**src/rtl/hg_turn_seq_pkg.sv**
```systemverilog
// Shared types and constants for the hourglass turn sequencer.
// Turn-bit positions index the 2-bit schedule entries.
package hg_turn_seq_pkg;

    typedef enum logic [1:0] {
        IDLE = 2'd0,
        RUN  = 2'd1,
        DONE = 2'd2
    } state_t;

    localparam int TURN_SMALL = 0;
    localparam int TURN_LARGE = 1;

    localparam int SMALL = 4;
    localparam int LARGE = 7;

endpackage

```
**src/rtl/hg_sched_mem.sv**
```systemverilog
// Schedule register file: DEPTH x 2 bits, synchronous write, asynchronous read.
// Contents are deliberately not reset.
module hg_sched_mem #(
    parameter int DEPTH = 16,
    parameter int AW    = $clog2(DEPTH)
) (
    input  logic          clock,
    input  logic          i_we,
    input  logic [AW-1:0] i_waddr,
    input  logic [1:0]    i_wdata,
    input  logic [AW-1:0] i_raddr,
    output logic [1:0]    o_rdata
);

    logic [1:0] r_mem [DEPTH];

    always_ff @(posedge clock) begin
        if (i_we) r_mem[i_waddr] <= i_wdata;
    end

    assign o_rdata = r_mem[i_raddr];

endmodule

```
**src/rtl/hg_turn_seq.sv**
```systemverilog
// Plays a programmed schedule of hourglass turn commands until the downstream
// model reports done, failure, or the schedule runs out.
module hg_turn_seq
    import hg_turn_seq_pkg::*;
#(
    parameter int MSB   = 7,
    parameter int DEPTH = 16
) (
    input  logic                       clock,
    input  logic                       resetn,
    input  logic                       prog_we,
    input  logic [$clog2(DEPTH)-1:0]   prog_addr,
    input  logic [1:0]                 prog_data,
    input  logic [$clog2(DEPTH):0]     prog_len,
    input  logic                       start,
    input  logic [MSB:0]               target,
    input  logic                       hg_done,
    input  logic                       hg_failed,
    output logic                       busy,
    output logic [MSB:0]               startTime,
    output logic                       turnSmall,
    output logic                       turnLarge,
    output logic                       result_valid,
    output logic                       result_ok,
    output logic [$clog2(DEPTH):0]     result_steps
);

    localparam int AW = $clog2(DEPTH);
    localparam int LW = AW + 1;
    localparam logic [LW-1:0] LEN_MAX = LW'(DEPTH);

    state_t          r_state;
    logic [MSB:0]    r_start_time;
    logic [AW-1:0]   r_step;
    logic [LW-1:0]   r_len;
    logic            r_ok;
    logic [LW-1:0]   r_steps;
    logic            r_valid;

    logic [1:0]      w_entry;
    logic            w_len_ok;
    logic            w_last;
    logic            w_idle;

    assign w_idle   = (r_state == IDLE);
    assign w_len_ok = (prog_len != '0) && (prog_len <= LEN_MAX);
    // step stays below len, so the last entry is reached before step could wrap
    assign w_last   = ({1'b0, r_step} == (r_len - 1'b1));

    hg_sched_mem #(.DEPTH(DEPTH)) u_sched (
        .clock   (clock),
        .i_we    (prog_we && w_idle),
        .i_waddr (prog_addr),
        .i_wdata (prog_data),
        .i_raddr (r_step),
        .o_rdata (w_entry)
    );

    always_ff @(posedge clock) begin
        if (!resetn) begin
            r_state      <= IDLE;
            r_start_time <= '0;
            r_step       <= '0;
            r_len        <= '0;
            r_ok         <= 1'b0;
            r_steps      <= '0;
            r_valid      <= 1'b0;
        end else begin
            r_valid <= 1'b0;
            case (r_state)
                IDLE: begin
                    if (start && w_len_ok) begin
                        r_start_time <= target;
                        r_len        <= prog_len;
                        r_step       <= '0;
                        r_state      <= RUN;
                    end
                end
                RUN: begin
                    // hg_done outranks hg_failed, which outranks exhaustion
                    if (hg_done || hg_failed || w_last) begin
                        r_ok    <= hg_done;
                        r_steps <= {1'b0, r_step} + 1'b1;
                        r_valid <= 1'b1;
                        r_state <= DONE;
                    end else begin
                        r_step  <= r_step + 1'b1;
                    end
                end
                DONE:    r_state <= IDLE;
                default: r_state <= IDLE;
            endcase
        end
    end

    assign busy         = !w_idle;
    assign startTime    = r_start_time;
    assign turnSmall    = (r_state == RUN) && w_entry[TURN_SMALL];
    assign turnLarge    = (r_state == RUN) && w_entry[TURN_LARGE];
    assign result_valid = r_valid;
    assign result_ok    = r_ok;
    assign result_steps = r_steps;

endmodule

```
**config.mk**
```make
export PLATFORM = sky130hd
export DESIGN_NAME = hg_turn_seq
export DESIGN_NICKNAME = d
export VERILOG_FILES = /design/src/rtl/hg_turn_seq_pkg.sv /design/src/rtl/hg_sched_mem.sv /design/src/rtl/hg_turn_seq.sv
export SDC_FILE = /design/constraint.sdc
export NUM_CORES = 1
export LEC_CHECK = 0
export CORE_MARGIN = 4
export CORE_UTILIZATION = 52
export DETAILED_ROUTE_END_ITERATION = 8
export PLACE_DENSITY = 0.78
export SLEW_MARGIN = 20
export SYNTH_ARGS = -nofsm -noshare
export SYNTH_HDL_FRONTEND = slang
export SYNTH_HIERARCHICAL = 1
export SYNTH_SLANG_ARGS = --single-unit
```
**constraint.sdc**
```tcl
create_clock -name clock -period 2.6 [get_ports clock]
set_input_delay 0.52 -clock clock [delete_from_list [all_inputs] [get_ports clock]]
set_output_delay 0.52 -clock clock [all_outputs]
set_load 0.005 [all_outputs]
```
==> results <==
[metal layers]
metal / up-vias / track usage (%)
met3: 6 / 4.13
met5: - / 0
met2: 57 / 27.7
met1: 857 / 25.9
li1: 839 / -
met4: 0 / 9.44
[tightest hold or removal path, stage by stage (launching register included)]
cell and delay (ns):
dfxtp_1 0.31, nand2_1 0.05, mux2i_1 0.05
[sequential cells by signal (all words and copies together) (netlist names)]
register	count
u_sched/r_mem	32
startTime	8
r_len	5
result_steps	5
r_step	4
r_state	2
result_ok	1
result_valid	1
[cells by family after synthesis]
kind of cell	share of synthesized area, %
and+or+nand+nor	14.0
DFF	57.6
muxes	13.8
AOI/OAI and AO/OA	6.91
buffers and inverters	2.92
xor gates and xnor gates	3.70
adders and majority gates	0.974
[worst max path at each step]
stage                     depth (start not counted)                   start  slack, ns         to
final                                             6  r_step[0]$_SDFFE_PN0P_       0.12  turnLarge
after global routing                              6  r_step[0]$_SDFFE_PN0P_       0.03  turnLarge
after CTS                                         5  r_step[0]$_SDFFE_PN0P_     -0.008  turnSmall
after detailed placement                          5  r_step[0]$_SDFFE_PN0P_       0.07  turnSmall
after global placement                            5  r_step[0]$_SDFFE_PN0P_       0.10  turnLarge
after floorplan                                   5  r_step[0]$_SDFFE_PN0P_       0.59  turnLarge
[through the flow]
stage / utilization [%] / power (mW)
final: 69.3 / 2.07
after global routing: 69.3 / 2.15
after detailed placement: 64.4 / 1.22
after floorplan: - / 1.12
after global placement: 64.4 / 1.21
after CTS: 69.1 / 2.09
[synthesized netlist by cell type, drive strengths merged (3+ instances only)]
cell type,n
clkbuf,4
xnor2,7
nand2b,3
a21oi,8
mux2i,16
nor2,29
dfxtp,26
nor3,8
nand2,9
nand3,10
o211ai,3
buf,5
edfxtp,32
and2,3
xor2,3
nor2b,3
inv,5
mux4,8
[power groups by stage]
stage	clock (mW)	sequential, mW	combinational (mW)
final	0.872	1.00	0.197
after global routing	0.933	1.00	0.214
after CTS	0.887	1.00	0.198
after detailed placement	0	1.02	0.196
after global placement	0	1.02	0.191
after floorplan	0	1.02	0.105
[layout make-up]
| class | instances | area (um^2) |
|---|---|---|
| Multi-Input combinational cell | 128 | 1010 |
| Inverter | 5 | 18.8 |
| Timing Repair Buffer | 50 | 485 |
| Fill cell | 373 | 1460 |
| Clock buffer | 10 | 128 |
| Tap cell | 67 | 83.8 |
| Clock inverter | 6 | 81.3 |
| Sequential cell | 58 | 1490 |
[repair_timing]
item / in CTS / in global routing
buffers inserted: 1 / 1
gates cloned: 0 / 0
pin swaps: 0 / 1
setup endpoints to repair: 2 / 1
gates resized for setup: 9 / 1
==> results.txt <==
CP Buf/Inv Count = 2
Period utilization = 95.2%
DP Wirelength = 3840 um
Drt drc = 0
RSZ-0062 raised after global routing = no
Die extent in x = 78.3 um
GPL Wtd Cong = 0.752
Final #Nets = 279
Number of synthesized register bits = 58
CP Max Fanout = 6
CTS buffer count = 9
Largest net degree at the start of global routing = 24
Global route total overflow = 0
H-tree Lvls = 3
Ys Warns = 6
Hold Path Stages = 2
Max Cap Viol = 0
VDD IR max = 0.349 mV
Clock Skew = 0.00752 ns
TritonCTS clock tree = yes
Clock root cell = clkbuf_8
R2R setup slack = 0.60 ns
Commonest cells after routing, fill and taps aside = clkdlybuf4s50_1, edfxtp_1, nor2_1
Logic pwr share = 9.5%
Commonest non-fill, non-tap cell in the layout = clkdlybuf4s50_1
Mapped Cells = 200
Post-DR vias/cell = 5.43
GRT Util Overall = 18.7%
Routed via count = 1,759
Hold slack = 0.464 ns
Die Height = 78.3 um
Initial antenna violation count = 0
CTS Sinks = 58
Critical path class = reg -> out
First-pass GRT wire length = 8740 um
ANT cells = 0
Slew Limit Fails = 0
CP max-delay cell = mux4_2
Routed wire length = 5270 um
Startpoint types = flop
P_int = 1.62 mW
Area Growth Syn to Fin = 28.1%
CTS max path bufs = 2
Rel. slew slack = 61.3%
Critical Path Max Stage Delay = 0.48 ns
CTS Hold Bufs = 0
Final instance area = 3290 um^2
Boundary Pins = 43
Pwr dens = 629 nW/um^2
Worst Slack Setup Final = 0.124 ns
Vias in the first global route = 1,790
Hold path endpoint = result_steps[3]$_SDFFE_PN0P_
Synth area leader = edfxtp_1
HP Class = reg -> reg
Worst r2r src = r_len[0]$_SDFFE_PN0P_
Crit path DAT = 1.96 ns
Clock Power Share = 42.1%
Achievable Freq = 404 MHz
Status = completed
Synth Flop Type = edfxtp_1
Hold_sp = result_steps[3]$_SDFFE_PN0P_
Row count = 25
Critical Path Sink Type = output pin
Antenna Nets Post-Route = 0
LEAKAGE = 1.21 nW
Reg2Reg Depth = 7
Share of layout cells above drive strength 1 = 15.2%
Syn_area_per_cell = 12.8 um^2
Cell family with most CP delay = multiplexers
Placed inst area = 3060 um^2
Mapped Nets = 227
Post-synth EDFFs = 32
Worst skew pair latency = 0.33 ns
Starting Density = 54.1%
Sw Pwr = 0.447 mW
# placed instances = 306
M1 WL = 2460 um
Synth area leaders = edfxtp_1, dfxtp_1, mux2i_1
Place WS = 0.0741 ns
Worst-path clk slew = 0.07 ns
Top Metal Used = met4
FF-to-FF End = result_steps[0]$_SDFFE_PN0P_
Post-synth cell types = 37
Setup_tns = 0 ns
Wire length per cell = 16.3 um
Worst-margin pin slew = 0.578 ns
Netlist Area Pre-Place = 2570 um^2
First-pass DRT Iterations = 4
Sequential share of the synthesized area = 57.6%
Post-synth ARST share = 0%
Starting DRT DRC Count = 150
CP Data Required Time = 2.08 ns
Core area = 4750 um^2
Met3 routed WL = 265 um
Synth top area share = 37.4%
Cell Count, Final, Fillers Out = 324
Minimum clock period = 2.48 ns
Sequential share of power = 48.3%
Final setup viols = 0
Switch share = 21.6%
WL met2 = 2470 um
CP Cell Sequence = buf_4, mux4_2, a22oi_1, nand3_1, and2_1, dlygate4sd2_1
Final hold vios = 0
Die area = 6130 um^2
Port Buf Inserts = 42
Power figures use the tool's default switching activity.
==> RTL edit 1 (config.mk and constraints unchanged) <==
`MSB`: 7 -> 8.
--- a/src/rtl/hg_turn_seq.sv
+++ b/src/rtl/hg_turn_seq.sv
@@ -4,5 +4,5 @@
     import hg_turn_seq_pkg::*;
 #(
-    parameter int MSB   = 7,
+    parameter int MSB   = 8,
     parameter int DEPTH = 16
 ) (
Ports: changed (resized startTime and target); port bits go from 43 to 45. The function was not compared with the original's and may differ.
==> RTL edit 1 against the unedited design <==
- sequential cell count is 1 higher
- cell area is 0.30% lower
- critical path depth up 1
- worst hold slack worse by 0.0092 ns
- total power shrank 5.4%
- setup slack gained 0.059 ns
- synthesized area decreased by 0.44%
- wire length decreased by 6.9%
- largest power group unchanged
==> RTL edit 1: results (changes against the unedited design) <==
worstHoldStart: "result_steps[4]"
port_buffers: 44  # +4.8%
drt_iter0_markers: 222  # +48%
cp_max_fo: 4  # -2
r2r_end: "u_sched/r_mem[0][0]"
ys_seq_area_share_pct: 58.68  # +1.0 points
grt_pass1_vias: 1613  # -9.9%
synthTopCellsByCount: "32 x edfxtp_1, 30 x nor2_1, 27 x dfxtp_1"
grt_usage_pct: 17.43  # -1.3 points
wl_per_cell_um: 14.95  # -8.0%
reg2reg_setup_slack_ns: 0.49  # -0.11 ns
num-nets-final: 285  # +2.2%
grt_max_degree: 23  # -4.2%
placedCellCount: 308  # +0.65%
p_leak_nw: 1.222  # +0.62%
syn_nets: 229  # +0.88%
slowest_delay_ns: 0.51  # +0.03 ns
routabilityCongestion: 0.7540  # +0.28%
peakVddDrop_mv: 0.3851  # +10%
relSlewSlack_pct: 56.31  # -5.0 points
fillers: 349  # -6.4%
syn_inst: 201  # +0.50%
fin_skew_ns: 0.003754  # -0.003766 ns
drive_gt1_share_pct: 15.33  # +0.15 points
reg2regPathDepth: 4  # -3
synth_cell_types: 41  # +11%
status: "finished clean"
[RTL edit 1: cell types whose count changed after synthesis, sizes merged, moves of 2 or more]
cell | before | now
o21a | 0 | 2
a21oi | 8 | 5
nor2 | 29 | 31
xnor2 | 7 | 5
o211ai | 3 | 0
and3 | 0 | 3
nand2 | 9 | 7
[RTL edit 1: logic make-up (layout without fill, tap and decap cells)]
group / Yosys count / in the layout / share of synthesized area, %
XOR/XNOR: 9 / 9 / 3.619
AO/OA/AOI/OAI: 18 / 18 / 4.890
flip-flops: 59 / 59 / 58.68
AND/OR/NAND/NOR: 76 / 76 / 15.11
adder cells (fa/ha/maj): 2 / 2 / 0.9778
multiplexers: 24 / 24 / 13.89
buffers and inverters: 13 / 73 / 2.835
[RTL edit 1: routing by layer]
metal | global-route usage, % | vias to the layer above | part of all wire [%]
met5 | 0 | - | 0
met4 | 7.867 | 0 | 1.7
met3 | 3.326 | 8 | 5.4
met2 | 24.57 | 54 | 44
met1 | 26.00 | 791 | 49
li1 | - | 851 | -
[RTL edit 1: area by class of cell]
class                   instances  area share, %
flip-flops and latches         59          45.77
multi-input cells             129          30.37
repair buffers                 54          15.55
clock buffers                  11          4.002
well taps                      67          2.553
clock inverters                 4          1.296
inverters                       4         0.4573
[RTL edit 1: timing repair]
item / CTS / global route
gates cloned: 1 / 0
resized for setup: 5 / 7
setup endpoints to repair: 2 / 1
pin swaps: 1 / 3
endpoints found under the hold margin: 0 / 0
setup buffers: 1 / 3
[RTL edit 1: per-stage QoR]
stage	worst slack [ns]	hold WS, ns
floorplan	0.6088	0.4511
global placement	0.2454	0.4425
detailed placement	0.1912	0.4460
CTS	-0.007584	0.4569
global route	0.06573	0.4777
finish	0.1822	0.4547
[RTL edit 1: where the power goes]
part	internal [mW]	switching, mW	leakage, nW
Sequential	1.01	0.0121	0.509
Clock	0.430	0.323	0.0882
Combinational	0.103	0.0841	0.625
Total	1.54	0.420	1.22
[RTL edit 1: worst min-delay path: stages, from the launching register on]
cell and delay (ns):
dfxtp_1 0.31, nand2_1 0.05, mux2i_1 0.05
[RTL edit 1: how the worst max path moves through the flow]
stage / from / endpoint / slack [ns]
floorplan: r_step[0] / turnLarge / 0.61
global placement: r_step[0] / turnLarge / 0.25
detailed placement: prog_we / u_sched/r_mem[0][0] / 0.19
CTS: r_step[0] / turnSmall / -0.008
global route: r_step[0] / turnSmall / 0.07
finish: r_step[0] / turnSmall / 0.18
==> RTL edit 2 (same settings) <==
Without the edit above. Register the outputs `busy`, `turnSmall` and `turnLarge`; this adds one clock of latency there. The other outputs are not delayed to match.
--- a/src/rtl/hg_turn_seq.sv
+++ b/src/rtl/hg_turn_seq.sv
@@ -94,8 +94,10 @@
     end
 
-    assign busy         = !w_idle;
     assign startTime    = r_start_time;
-    assign turnSmall    = (r_state == RUN) && w_entry[TURN_SMALL];
-    assign turnLarge    = (r_state == RUN) && w_entry[TURN_LARGE];
+    always_ff @(posedge clock) begin
+        busy      <= !w_idle;
+        turnSmall <= (r_state == RUN) && w_entry[TURN_SMALL];
+        turnLarge <= (r_state == RUN) && w_entry[TURN_LARGE];
+    end
     assign result_valid = r_valid;
     assign result_ok    = r_ok;
Function: changed (a bounded check fails within 4 cycles, from zero or initial values and one cycle with resetn low).
==> RTL edit 2 against the unedited design <==
- global-route usage is 0.82 points lower
- sequential share of layout area is 1.3 points higher
- synthesized area is 2.3% higher
- clock power is 0.9% lower
- total power is 1.8% higher
- setup slack better by 0.44 ns
- wire length is 5.6% lower
- cell area is 0.84% higher
- sequential cell count is 3 higher
- critical path type is now reg -> reg
- largest cell class unchanged
==> RTL edit 2: results (changes against the unedited design) <==
drive_gt1_share_pct: 13.23  # -1.9 points
worstPathArrival_ns: 2.31  # +0.35 ns
reg2reg_setup_slack_ns: 0.56  # -0.04 ns
routed_via_density: 5.327  # -1.9%
synthArstFlopShare_pct: 0  # unchanged
grt_max_degree: 24  # unchanged
clk_pin_slew_worst_paths_ns: 0.07  # about the same
port_buffers: 42  # unchanged
worst_pin_slew_ns: 0.6299  # +0.05181 ns
reg2regPathDepth: 7  # unchanged
fin_skew_ns: 0.004373  # -0.003146 ns
dr.pass1.iters: 4  # unchanged
post_cts_resized: 0  # -9
yosys-top-cells-area: "edfxtp_1 37%, dfxtp_1 22%, mux2i_1 6.1%"
synth_edf_count: 32  # unchanged
drt_iter0_markers: 79  # -47%
status: "finished clean"
endpoint: "r_step[3]"
antenna_cells: 0  # unchanged
cts_buffers: 9  # unchanged
syn_nets: 230  # +1.3%
yosysWarnings: 6  # unchanged
fillers: 379  # +1.6%
cts_buffer_depth: 2  # unchanged
routed_wl_mm: 4.970  # -5.6%
clock_latency_ns: 0.34
num-nets-final: 279  # unchanged
cts_htree_levels: 3  # unchanged
routabilityCongestion: 0.7757  # +3.2%
postCtsSetupRepairBufs: 0  # -1
cts-root-buf: "clkbuf_8"
ys_seq_area_share_pct: 58.61  # +0.97 points
dpl.hpwl_mm: 3.444  # -10%
reg2reg_from: "r_len[0]"
cp_max_fo: 8  # +2
peakVddDrop_mv: 0.6314  # +81%
p_leak_nw: 1.202  # -1.0%
grt_pass1_wl_mm: 8.259  # -5.4%
largest_reg_flops: 32  # unchanged
synthTopCellsByCount: "32 x edfxtp_1, 29 x dfxtp_1, 28 x nor2_1"
grt_usage_pct: 17.91  # -0.82 points
setup.worst_path.start_class: "flop"
grt_pass1_vias: 1661  # -7.2%
[RTL edit 2: area by class of cell]
| type | count | share of cell area, % |
|---|---|---|
| sequential | 61 | 46.42 |
| multi-input combinational | 128 | 30.52 |
| timing repair buffer | 47 | 13.79 |
| clock buffer | 9 | 3.730 |
| tap | 67 | 2.524 |
| clock inverter | 7 | 2.449 |
| inverter | 5 | 0.5652 |
[RTL edit 2: worst max-delay path, stage by stage, from the launching register on]
cell	delay, ns
dfxtp_1	0.41
inv_1	0.06
ha_1	0.23
xnor2_2	0.14
xnor2_1	0.20
o41a_4	0.57
nand2_1	0.16
mux2i_1	0.19
[RTL edit 2: kinds of logic after synthesis]
logic type,after synthesis,synth area share [%]
simple gates,72,13.70
mux,24,13.51
fa+ha+maj,2,0.9513
flops,61,58.61
buf+inv,14,2.854
xor+xnor,10,3.616
compound gates,20,6.755
[RTL edit 2: report_power, final]
| part | leakage, nW | internal, mW | switching (mW) |
|---|---|---|---|
| logic | 0.576 | 0.101 | 0.0937 |
| clock network | 0.101 | 0.457 | 0.407 |
| registers | 0.525 | 1.04 | 0.0126 |
| total | 1.20 | 1.59 | 0.513 |
[RTL edit 2: stage by stage]
step	area, µm²	util (%)	setup slack, ns	std cells	hold slack, ns
after floorplan	2630	-	0.7090	203	0.4359
after global placement	3115	64.68	0.4178	308	0.4450
after detailed placement	3115	64.68	0.3188	308	0.4457
after CTS	3321	68.94	0.5610	324	0.4601
after global routing	3321	68.94	0.4490	324	0.4988
final	3321	68.94	0.5642	324	0.4571
[RTL edit 2: how the worst min path moves through the flow]
| stage | startpoint | endpoint | slack [ns] | depth (start not counted) |
|---|---|---|---|---|
| after global routing | result_steps[4] | result_steps[4] | 0.50 | 2 |
| after global placement | result_steps[3] | result_steps[3] | 0.44 | 2 |
| after CTS | result_steps[4] | result_steps[4] | 0.46 | 2 |
| final | result_steps[4] | result_steps[4] | 0.46 | 2 |
| after detailed placement | result_steps[4] | result_steps[4] | 0.45 | 2 |
| after floorplan | r_state[1] | busy | 0.44 | 2 |
[RTL edit 2: layer usage]
metal  track usage (%)  vias up  share of wire (%)
li1                  -      844                  -
met1             22.01      834                 45
met2             28.79       39                 48
met3             4.649        9                4.7
met4             9.794        0                2.4
met5                 0        -                  0
